$ cat src/rtl/divu_pkg.sv
// divu_pkg: constants and types shared by the sequential unsigned divider.
//   DIVU_WIDTH   default operand/result width
//   divu_state_e controller states (IDLE, RUN, DONE)
//   divu_cnt_w() iteration counter width for a given operand width
//   DIVU_CNT_W   iteration counter width at the default width
package divu_pkg;

  localparam int DIVU_WIDTH = 32;

  typedef enum logic [1:0] {
    ST_IDLE = 2'd0,
    ST_RUN  = 2'd1,
    ST_DONE = 2'd2
  } divu_state_e;

  // ceil(log2(w)) + 1 bits, so the counter can hold w-1 without wrapping.
  function automatic int divu_cnt_w(input int w);
    return $clog2(w) + 1;
  endfunction

  localparam int DIVU_CNT_W = $clog2(DIVU_WIDTH) + 1;

endpackage

$ cat src/rtl/divu_sub.sv
// divu_sub: purely combinational W-bit subtractor, out = in0 - in1 (mod 2^W).
//   in0  minuend
//   in1  subtrahend
//   out  difference; the MSB acts as the borrow/sign flag for the divider
module divu_sub #(
  parameter int W = 33
) (
  input  logic [W-1:0] in0,
  input  logic [W-1:0] in1,
  output logic [W-1:0] out
);

  assign out = in0 - in1;

endmodule

$ cat src/rtl/divu_seq.sv
// divu_seq: multi-cycle restoring unsigned divider, one quotient bit per clock.
//   clk          clock, all state changes on rising edge
//   reset        synchronous active-high reset
//   start        request a divide; only taken while idle
//   in0, in1     dividend and divisor, sampled on the accepting edge
//   quotient     registered in0 / in1 (all ones on divide by zero)
//   remainder    registered in0 % in1 (in0 on divide by zero)
//   busy         high whenever the controller is not idle
//   done         one-cycle pulse when quotient/remainder are updated
//   div_by_zero  set alongside done for a zero divisor, held until next accept
module divu_seq
  import divu_pkg::*;
#(
  parameter int WIDTH = DIVU_WIDTH
) (
  input  logic             clk,
  input  logic             reset,
  input  logic             start,
  input  logic [WIDTH-1:0] in0,
  input  logic [WIDTH-1:0] in1,
  output logic [WIDTH-1:0] quotient,
  output logic [WIDTH-1:0] remainder,
  output logic             busy,
  output logic             done,
  output logic             div_by_zero
);

  localparam int CW = divu_cnt_w(WIDTH);

  divu_state_e      state_reg;
  logic [WIDTH-1:0] dvd_reg;    // dividend, shifts out MSB-first; quotient bits shift in at LSB
  logic [WIDTH-1:0] dvsr_reg;
  logic [WIDTH-1:0] rem_reg;    // restored partial remainder, always < divisor
  logic [CW-1:0]    cnt_reg;
  logic [WIDTH-1:0] quo_out_reg;
  logic [WIDTH-1:0] rem_out_reg;
  logic             done_reg;
  logic             dbz_reg;

  // One restoring step: form the WIDTH+1-bit shifted partial remainder,
  // subtract the zero-extended divisor, and use the borrow bit to decide.
  logic [WIDTH:0]   shifted;
  logic [WIDTH:0]   diff;
  logic             q_bit;
  logic [WIDTH-1:0] step_rem;

  assign shifted = {rem_reg, dvd_reg[WIDTH-1]};

  divu_sub #(.W(WIDTH + 1)) sub (
    .in0 (shifted),
    .in1 ({1'b0, dvsr_reg}),
    .out (diff)
  );

  assign q_bit    = ~diff[WIDTH];
  assign step_rem = q_bit ? diff[WIDTH-1:0] : shifted[WIDTH-1:0];

  always_ff @(posedge clk) begin
    if (reset) begin
      state_reg   <= ST_IDLE;
      dvd_reg     <= '0;
      dvsr_reg    <= '0;
      rem_reg     <= '0;
      cnt_reg     <= '0;
      quo_out_reg <= '0;
      rem_out_reg <= '0;
      done_reg    <= 1'b0;
      dbz_reg     <= 1'b0;
    end else begin
      case (state_reg)
        ST_IDLE: begin
          if (start) begin
            dvd_reg  <= in0;
            dvsr_reg <= in1;
            rem_reg  <= '0;
            cnt_reg  <= '0;
            dbz_reg  <= 1'b0;
            if (in1 == '0) begin
              // Zero divisor skips the iteration entirely.
              quo_out_reg <= '1;
              rem_out_reg <= in0;
              dbz_reg     <= 1'b1;
              done_reg    <= 1'b1;
              state_reg   <= ST_DONE;
            end else begin
              state_reg <= ST_RUN;
            end
          end
        end
        ST_RUN: begin
          rem_reg <= step_rem;
          dvd_reg <= {dvd_reg[WIDTH-2:0], q_bit};
          if (cnt_reg == CW'(WIDTH - 1)) begin
            // Last step: publish results; counter stops here, never wraps.
            quo_out_reg <= {dvd_reg[WIDTH-2:0], q_bit};
            rem_out_reg <= step_rem;
            done_reg    <= 1'b1;
            state_reg   <= ST_DONE;
          end else begin
            cnt_reg <= cnt_reg + 1'b1;
          end
        end
        ST_DONE: begin
          done_reg  <= 1'b0;
          state_reg <= ST_IDLE;
        end
        default: begin
          done_reg  <= 1'b0;
          state_reg <= ST_IDLE;
        end
      endcase
    end
  end

  assign quotient    = quo_out_reg;
  assign remainder   = rem_out_reg;
  assign busy        = (state_reg != ST_IDLE);
  assign done        = done_reg;
  assign div_by_zero = dbz_reg;

endmodule
$ cat config.mk
export PLATFORM = sky130hd
export DESIGN_NAME = divu_seq
export DESIGN_NICKNAME = d
export VERILOG_FILES = /design/src/rtl/divu_pkg.sv /design/src/rtl/divu_sub.sv /design/src/rtl/divu_seq.sv
export SDC_FILE = /design/constraint.sdc
export NUM_CORES = 1
export LEC_CHECK = 0
export CAP_MARGIN = 5
export CORE_ASPECT_RATIO = 0.9
export CORE_MARGIN = 10
export CORE_UTILIZATION = 44
export CTS_BUF_LIST = sky130_fd_sc_hd__clkbuf_16
export CTS_CLUSTER_SIZE = 16
export DETAILED_ROUTE_END_ITERATION = 6
export PLACE_DENSITY_LB_ADDON = 0.15
export SYNTH_ARGS = -nofsm -noshare
export SYNTH_HDL_FRONTEND = slang
export SYNTH_SLANG_ARGS = --single-unit
$ cat constraint.sdc
create_clock -name clk -period 5.6 [get_ports clk]
set_input_delay 0.84 -clock clk [delete_from_list [all_inputs] [get_ports clk]]
set_output_delay 0.84 -clock clk [all_outputs]
set_load 0.02 [all_outputs]
==> results of run 1 <==
cell type report:
class / instances / area (um^2) / share of cell area, %
well taps: 250 / 313 / 2.93
flip-flops and latches: 170 / 3400 / 31.9
inverters: 43 / 161 / 1.51
multi-input cells: 774 / 4800 / 45.0
clock buffers: 17 / 425 / 3.99
repair buffers: 143 / 1400 / 13.2
clock inverters: 15 / 155 / 1.46
where the power goes:
part,switching (uW),internal (uW)
sequential,98.1,1320
clock,558,633
combinational,1390,908
total,2050,2860
per-stage QoR:
step           worst slack, ns  util (%)
6_report                  1.45      55.1
5_1_grt                   1.20      55.1
4_1_cts                   1.47      55.1
3_5_place_dp              1.39      52.1
3_3_place_gp              1.45      52.1
2_1_floorplan             2.42         -
logic make-up after synthesis:
family / count (synthesis) / synth area share (%)
multiplexers: 11 / 1.41
flip-flops: 170 / 39.1
AO/OA/AOI/OAI: 318 / 26.0
XOR/XNOR: 30 / 3.02
adder cells (fa/ha/maj): 34 / 4.97
AND/OR/NAND/NOR: 381 / 19.6
buffers and inverters: 128 / 5.97
how the worst max path moves through the flow:
stage | startpoint | endpoint | slack [ns] | depth (start not counted)
finish | dvd_reg[31] | rem_reg[31] | 1.45 | 12
CTS | dvd_reg[31] | rem_reg[31] | 1.47 | 12
floorplan | dvd_reg[31] | rem_reg[31] | 2.42 | 13
global placement | in1[6] | quotient[10] | 1.45 | 8
global route | dvd_reg[31] | rem_reg[28] | 1.20 | 12
detailed placement | in1[6] | quotient[16] | 1.39 | 8
worst max-delay path: stages (launching register included):
cell	delay, ns
dfxtp_1	0.36
inv_1	0.05
ha_1	0.22
fa_1	0.41
nor2b_1	0.16
o31a_1	0.22
o21ai_2	0.11
a2111oi_4	0.42
nor4_1	0.08
or4b_2	1.11
buf_4	0.38
mux2_4	0.32
a22o_1	0.19
cell usage after synthesis (3+ instances only):
cell,n
nand2_1,177
dfxtp_1,170
a21oi_1,95
clkbuf_1,65
nor2_1,61
nand3_1,48
o21ai_0,43
inv_1,42
nor3_1,39
o31ai_1,36
ha_1,33
a311oi_1,32
o221a_2,31
xor2_1,20
a21o_1,11
a211oi_1,10
buf_2,10
nor2b_1,10
xnor2_1,10
nor4_1,9
o211ai_1,9
a31oi_1,8
buf_1,7
mux2i_1,7
and2_1,6
a31o_2,5
and3_1,5
nand2b_1,5
nand4_1,5
a22o_1,4
o21a_1,4
or3_1,4
a221oi_1,3
or2_2,3
metal layers:
layer  part of all wire (%)  wire, um  global-route usage, %
met2                     48     12400                   31.6
met1                     46     11700                   24.9
met4                    1.1       283                   4.06
met3                    5.3      1350                   4.90
met5                      0         0                      0
==> qor.tcl, run 1 <==
set qor(grt_setup_unrepaired) {false}
set qor(crit_fanout) 47
set qor(cts_tree) {done}
set qor(maxSlewHeadroom_pct) 20.3
set qor(report.final.setup_viol) 0
set qor(slew_violations) 0
set qor(ys_seq_elements) 170
set qor(gpl.final_weighted_congestion) 0.929
set qor(postLayoutCellArea_mm2) 0.0107
set qor(tritoncts.num_buffers) 17
set qor(post_synth.cell_area_avg_um2) 8.12
set qor(cp_data_arrival_time_ns) 4.47
set qor(timing.final.crit_share_pct) 74.1
set qor(netlist_top_cells_area) {dfxtp_1 39%, nand2_1 7.6%, a21oi_1 5.5%, ha_1 4.7%, o221a_2 4.0%}
set qor(post_cts.resized_instances) 0
set qor(wl_mm) 25.7
set qor(r2r-end) {rem_reg[31]}
set qor(finalHoldViolations) 0
set qor(clk_latency_ns) 0.43
set qor(drt_pass1_iterations) 4
set qor(finish.net_count) 1250
set qor(run_status) {complete, no violations}
set qor(ys_seq_area_share_pct) 39.1
set qor(dpl.cell_count) 1380
set qor(first_global_vias) 7687
set qor(detail_route.drc_violations) 0
set qor(synthToLayoutAreaGrowth_pct) 22.5
set qor(maximum_number_of_pins_on_one_net_before_global_route_repair) 70
set qor(clk_buf_depth) 2
set qor(grt_use_total_pct) 19.3
set qor(clk_root_buffer_cell) {clkbuf_16}
set qor(worstSetupEndpointType) {register}
set qor(worstHoldEndpoint) {dvsr_reg[2]}
set qor(total_leakage_power_uw) 0.00397
set qor(synth_cell_type_count) 67
set qor(grt_overflow) 0
set qor(synth-edff-count) 0
set qor(r2r.worst_path.cells) 12
set qor(timing.clock.skew_ns) 0.00981
set qor(detail-route-antenna-nets) 0
set qor(netlist.top_cell.by_area) {dfxtp_1}
set qor(cts-htree-levels) 4
set qor(r2r_slack_ns) 1.45
set qor(required_ns) 5.92
set qor(p_total_uw) 4910
set qor(die_height_um) 153
set qor(routedWlPerCell_um) 18.2
set qor(final_common_cell) {nand2_1}
set qor(min_from) {dvsr_reg[2]}
set qor(layout_common_cells) {174 x nand2_1, 170 x dfxtp_1, 132 x clkdlybuf4s50_1}
set qor(max_freq_mhz) 241
set qor(first_pass_grt_wire_length_mm) 41.2
set qor(synthDominantCellAreaShare_pct) 39.1
set qor(die_area_mm2) 0.0258
set qor(min_delay_path_depth) 2
set qor(synth.cell_area_mm2) 0.00870
set qor(num-fill-cells) 1865
set qor(hp-class) {reg -> reg}
set qor(portBuffers) 133
set qor(hpwl_dp_mm) 18.4
set qor(layout_min_cycle_time_ns) 4.15
set qor(worstReg2RegStart) {dvd_reg[31]}
set qor(pin_count) 134
set qor(fp.coreArea_mm2) 0.0193
set qor(highest_ir_drop_seen_on_vdd_mv) 0.350
set qor(clk_pin_slew_worst_paths_ns) 0.07
set qor(worstMarginPinSlew_ns) 1.19
set qor(syn-num-nets) 1173
set qor(power.density_cell_area_mw_per_mm2) 460
set qor(initial_antenna_violation_count) 0
set qor(asr_flop_ratio_synth_pct) 0
set qor(num_rows) 48
set qor(maxCapViolCount) 0
set qor(ys.warnings.count) 0
set qor(primary_ff_master_synth) {dfxtp_1}
set qor(start_kind) {register}
set qor(fraction_of_layout_cells_with_a_size_suffix_above_1_pct) 8.61
set qor(setup-tns-final_ns) 0
set qor(timing.setup.critical_path_class) {reg -> reg}
set qor(syn-instance-count) 1072
set qor(cts.sinks) 170
set qor(routed-via-count) 8143
set qor(detail_route.iter0.violations) 623
set qor(cts_hold_buf) 0
set qor(whs_ns) 0.456
set qor(initial_core_util_pct) 45.0
set qor(post_drt_via_cell_ratio) 5.77
set qor(post-cts-setup-buffers) 0
set qor(detailed_place.area_mm2) 0.0101
set qor(n_antenna_cell) 0
set qor(finalNonFillerCells) 1412
set qor(die_w_um) 168
Power figures use the tool's default switching activity.
==> inputs of run 2 (changes only) <==
==> constraint.sdc (replaced) <==
create_clock -name clk -period 3.9 [get_ports clk]
set_input_delay 0.585 -clock clk [delete_from_list [all_inputs] [get_ports clk]]
set_output_delay 0.585 -clock clk [all_outputs]
set_load 0.02 [all_outputs]
==> qor.tcl, run 2 (synthesis results as in run 1) <==
set qor(required_ns) 4.23
set qor(wl_mm) 26.3
set qor(final_core_utilization_pct) 55.6
set qor(timing.setup.critical_path_class) {reg -> reg}
set qor(hp-class) {reg -> reg}
set qor(grt_overflow) 0
set qor(gpl.final_weighted_congestion) 0.915
set qor(routedWlPerCell_um) 18.5
set qor(detailed_place.area_mm2) 0.0102
set qor(first_global_vias) 7894
set qor(die_w_um) 168
set qor(total_leakage_power_uw) 0.00403
set qor(clk_latency_ns) 0.44
set qor(first_pass_grt_wire_length_mm) 42.1
set qor(initial_antenna_violation_count) 0
set qor(grt_setup_unrepaired) {false}
set qor(combinationalPowerShare_pct) 48.1
set qor(start_kind) {register}
set qor(final_critical_path_setup_slack_ns) 0.334
set qor(critPathSlowestCell) {or4b_2}
set qor(maxSlewHeadroom_pct) 53.1
set qor(portBuffers) 133
set qor(num_rows) 48
set qor(postLayoutCellArea_mm2) 0.0108
set qor(maximum_number_of_pins_on_one_net_before_global_route_repair) 72
set qor(finish.net_count) 1260
set qor(post_drt_via_cell_ratio) 5.80
set qor(internal_power_uw) 4210
set qor(power.density_cell_area_mw_per_mm2) 672
set qor(detail-route-antenna-nets) 0
set qor(maxCapViolCount) 0
set qor(initial_core_util_pct) 45.0
set qor(post-cts-setup-buffers) 0
set qor(final_common_cell) {nand2_1}
set qor(power.switching_uw) 3020
set qor(timing.clock.skew_ns) 0.0100
set qor(crit_fanout) 13
set qor(worst-path-buf-inv) 2
set qor(setup-tns-final_ns) 0
set qor(slew_violations) 0
set qor(post_cts.resized_instances) 0
set qor(tritoncts.num_buffers) 17
set qor(fraction_of_layout_cells_with_a_size_suffix_above_1_pct) 9.39
set qor(cts.sinks) 170
set qor(worstSetupEndpointType) {register}
set qor(die_height_um) 153
set qor(seq_power_share_pct) 28.3
set qor(routed-via-count) 8246
set qor(critical_path.top_delay_family) {simple AND/OR/NAND/NOR gates}
set qor(detail_route.iter0.violations) 724
set qor(report.final.setup_viol) 0
set qor(synthToLayoutAreaGrowth_pct) 23.6
set qor(n_antenna_cell) 0
set qor(cts_hold_buf) 0
set qor(detail_route.drc_violations) 0
set qor(layout_min_cycle_time_ns) 3.57
set qor(cts-htree-levels) 4
set qor(clk_pin_slew_worst_paths_ns) 0.07
set qor(grt_use_total_pct) 19.7
set qor(highest_ir_drop_seen_on_vdd_mv) 0.616
set qor(p_clk_share_pct) 23.6
set qor(fp.coreArea_mm2) 0.0193
set qor(run_status) {complete, no violations}
set qor(clk_buf_depth) 2
set qor(die_area_mm2) 0.0258
set qor(layout_common_cells) {174 x nand2_1, 170 x dfxtp_1, 132 x clkdlybuf4s50_1}
set qor(whs_ns) 0.456
set qor(timing.final.crit_share_pct) 91.4
set qor(path_cells) {inv_1 > ha_1 > fa_1 > nor2b_1 > o31a_1 > o21ai_2 > a2111oi_4 > nor4_1 > or4b_2 > buf_4 > mux2_4 > a22o_1}
set qor(power_switching_share_pct) 41.8
set qor(detailedPlace.worstSlack_ns) 0.344
set qor(hpwl_dp_mm) 18.9
set qor(pin_count) 134
set qor(finalHoldViolations) 0
set qor(max_freq_mhz) 280
set qor(clk_root_buffer_cell) {clkbuf_16}
set qor(cts_tree) {done}
set qor(cp_data_arrival_time_ns) 3.90
set qor(critical_path.max_stage_delay_ns) 0.76
set qor(drt_pass1_iterations) 6
set qor(worstMarginPinSlew_ns) 0.703
## run 2: cell type report
type / count / area, um^2
well taps: 250 / 313
clock buffers: 17 / 425
repair buffers: 153 / 1500
fillers: 1826 / 8580
inverters: 43 / 161
flip-flops and latches: 170 / 3400
clock inverters: 15 / 156
multi-input cells: 774 / 4800
## run 2: path summary, 6_finish.rpt
kind	from	end	slack [ns]	cells past startpoint
hold / removal	dvsr_reg[19]	dvsr_reg[19]	0.46	2
setup / recovery	dvd_reg[31]	rem_reg[28]	0.33	12
hold reg to reg	dvsr_reg[19]	dvsr_reg[19]	0.46	2
setup reg to reg	dvd_reg[31]	rem_reg[28]	0.33	12
## run 2: tightest hold or removal path, cell delays in order, from the launching register on
cell and delay (ns):
dfxtp_1 0.31, nand2_1 0.05, a21oi_1 0.05
## run 2: power by group through the flow
stage | clock (uW) | combinational [uW] | sequential [uW]
floorplan | 0 | 2720 | 2020
global placement | 0 | 3390 | 2080
detailed placement | 0 | 3420 | 2080
CTS | 1720 | 3450 | 2040
global route | 1800 | 3810 | 2060
finish | 1710 | 3480 | 2050
## run 2: stage by stage
step | total power, uW | instances
2_1_floorplan | 4740 | 1072
3_3_place_gp | 5470 | 1390
4_1_cts | 7210 | 1422
6_report | 7230 | 1422
5_1_grt | 7680 | 1422
3_5_place_dp | 5500 | 1390
## run 2: per-layer routing
metal,global-route usage [%],share of wire [%]
met5,0,0
met4,5.34,1.5
met1,25.0,44
met2,32.9,48
met3,4.38,5.7
==> inputs of run 3 (changes only) <==
--- a/config.mk
+++ b/config.mk
@@ -8,9 +8,9 @@
 export CAP_MARGIN = 5
 export CORE_ASPECT_RATIO = 0.9
 export CORE_MARGIN = 10
-export CORE_UTILIZATION = 44
+export CORE_UTILIZATION = 55
 export CTS_BUF_LIST = sky130_fd_sc_hd__clkbuf_16
-export CTS_CLUSTER_SIZE = 16
+export CTS_CLUSTER_DIAMETER = 40
 export DETAILED_ROUTE_END_ITERATION = 6
 export PLACE_DENSITY_LB_ADDON = 0.15
 export SYNTH_ARGS = -nofsm -noshare
==> qor.tcl, run 3 (synthesis results as in run 1) <==
set qor(run_status) {complete, no violations}
set qor(max_freq_mhz) 278
set qor(p_total_uw) 7190
set qor(timing.final.crit_share_pct) 92.4
set qor(clk_root_buffer_cell) {clkbuf_16}
set qor(cts_hold_buf) 0
set qor(initial_antenna_violation_count) 0
set qor(hpwl_dp_mm) 18.5
set qor(finalHoldViolations) 0
set qor(hp-class) {reg -> reg}
set qor(worstSetupEndpointType) {register}
set qor(multi_input_gate_area_mm2) 0.00480
set qor(post_drt_via_cell_ratio) 6.03
set qor(grt_setup_unrepaired) {false}
set qor(n_antenna_cell) 0
set qor(clk_buf_depth) 2
set qor(detailed_place.area_mm2) 0.0101
set qor(setup-tns-final_ns) 0
set qor(num-fill-cells) 1338
set qor(slew_violations) 0
set qor(gpl.final_weighted_congestion) 0.914
set qor(timing.critical_path.from) {dvd_reg[31]}
set qor(post-cts-setup-buffers) 0
set qor(power.density_cell_area_mw_per_mm2) 672
set qor(path_cells) {inv_1 > ha_1 > fa_1 > nor2b_1 > o31a_1 > o21ai_2 > a2111oi_4 > nor4_1 > or4b_2 > buf_12 > mux2_4 > a22o_1}
set qor(highest_ir_drop_seen_on_vdd_mv) 0.761
set qor(timing.clock.skew_ns) 0.00837
set qor(cts-htree-levels) 4
set qor(clk_pin_slew_worst_paths_ns) 0.07
set qor(die_area_mm2) 0.0213
set qor(worstMarginPinSlew_ns) 0.961
set qor(detail_route.iter0.violations) 597
set qor(grt_use_total_pct) 23.1
set qor(start_kind) {register}
set qor(num_rows) 43
set qor(layout_min_cycle_time_ns) 3.60
set qor(routed-via-count) 8278
set qor(cp-endpoint) {rem_reg[28]}
set qor(cp_data_arrival_time_ns) 3.93
set qor(detail_route.drc_violations) 0
set qor(critPathSlowestCell) {or4b_2}
set qor(postLayoutCellArea_mm2) 0.0107
set qor(layout_common_cells) {174 x nand2_1, 170 x dfxtp_1, 132 x clkdlybuf4s50_1}
set qor(cts.sinks) 170
set qor(report.final.setup_viol) 0
set qor(ff_latch_area_mm2) 0.00340
set qor(crit_fanout) 64
set qor(final_common_cell) {nand2_1}
set qor(first_global_vias) 7915
set qor(wl_mm) 25.5
set qor(initial_core_util_pct) 56.4
set qor(tritoncts.num_buffers) 17
set qor(r2r.worst_path.cells) 12
set qor(cts_tree) {done}
set qor(die_height_um) 139
set qor(total_leakage_power_uw) 0.00402
set qor(drt_pass1_iterations) 5
set qor(pin_count) 134
set qor(synthToLayoutAreaGrowth_pct) 22.9
set qor(grt_overflow) 0
set qor(r2r-end) {rem_reg[28]}
set qor(post_cts.resized_instances) 0
set qor(clk_latency_ns) 0.44
set qor(maxSlewHeadroom_pct) 35.7
set qor(required_ns) 4.23
set qor(finish.net_count) 1258
set qor(worstReg2RegStart) {dvd_reg[31]}
set qor(detail-route-antenna-nets) 0
set qor(fraction_of_layout_cells_with_a_size_suffix_above_1_pct) 9.23
set qor(maxCapViolCount) 0
set qor(die_w_um) 153
set qor(r2r_slack_ns) 0.30
set qor(portBuffers) 133
set qor(timing.setup.critical_path_class) {reg -> reg}
set qor(maximum_number_of_pins_on_one_net_before_global_route_repair) 78
set qor(routedWlPerCell_um) 18.6
set qor(critical_path.max_stage_delay_ns) 0.72
set qor(fp.coreArea_mm2) 0.0154
set qor(first_pass_grt_wire_length_mm) 41.0
## run 3: per-layer routing
layer  vias to the layer above  share of wire (%)  track usage (%)
met2                       251                 49             38.6
met3                        38                6.8             5.91
met4                         0                2.2             8.27
li1                       4065                  -                -
met5                         -                  0                0
met1                      3924                 42             28.1
## run 3: metrics by stage
| step | cells | hold WS, ns | setup WS (ns) | util (%) |
|---|---|---|---|---|
| final | 1372 | 0.455 | 0.298 | 69.3 |
| after global placement | 1340 | 0.442 | 0.342 | 65.3 |
| after global routing | 1372 | 0.486 | 0.0872 | 69.3 |
| after detailed placement | 1340 | 0.446 | 0.311 | 65.3 |
| after floorplan | 1072 | 0.436 | 0.720 | - |
| after CTS | 1372 | 0.455 | 0.320 | 69.3 |
## run 3: final cells by class
type | count | area share (%)
clock buffer | 17 | 3.98
clock inverter | 15 | 1.70
inverter | 43 | 1.51
multi-input combinational | 774 | 44.8
sequential | 170 | 31.8
tap | 202 | 2.36
timing repair buffer | 151 | 13.8
## run 3: where the power goes
part / internal (uW) / switching (uW) / leakage, uW / total, uW
combinational: 1360 / 2030 / 0.00234 / 3390
clock: 969 / 779 / 0.000295 / 1750
sequential: 1890 / 155 / 0.00139 / 2050
## run 3: critical path, delay by kind of cell, from the launching register on
kind / cells / cell delay, ns
buffers and inverters: 2 / 0.28
flip-flops: 1 / 0.35
AO/OA/AOI/OAI: 4 / 0.90
adder cells (fa/ha/maj): 2 / 0.64
multiplexers: 1 / 0.34
AND/OR/NAND/NOR: 3 / 0.96
## run 3: worst min-delay path by stage
stage	start	end	slack (ns)	cells after the start
CTS	dvsr_reg[12]	dvsr_reg[12]	0.46	2
finish	dvsr_reg[12]	dvsr_reg[12]	0.46	2
floorplan	dvsr_reg[10]	dvsr_reg[10]	0.44	2
global placement	dvsr_reg[29]	dvsr_reg[29]	0.44	2
detailed placement	dvsr_reg[12]	dvsr_reg[12]	0.45	2
global route	dvsr_reg[10]	dvsr_reg[10]	0.49	2
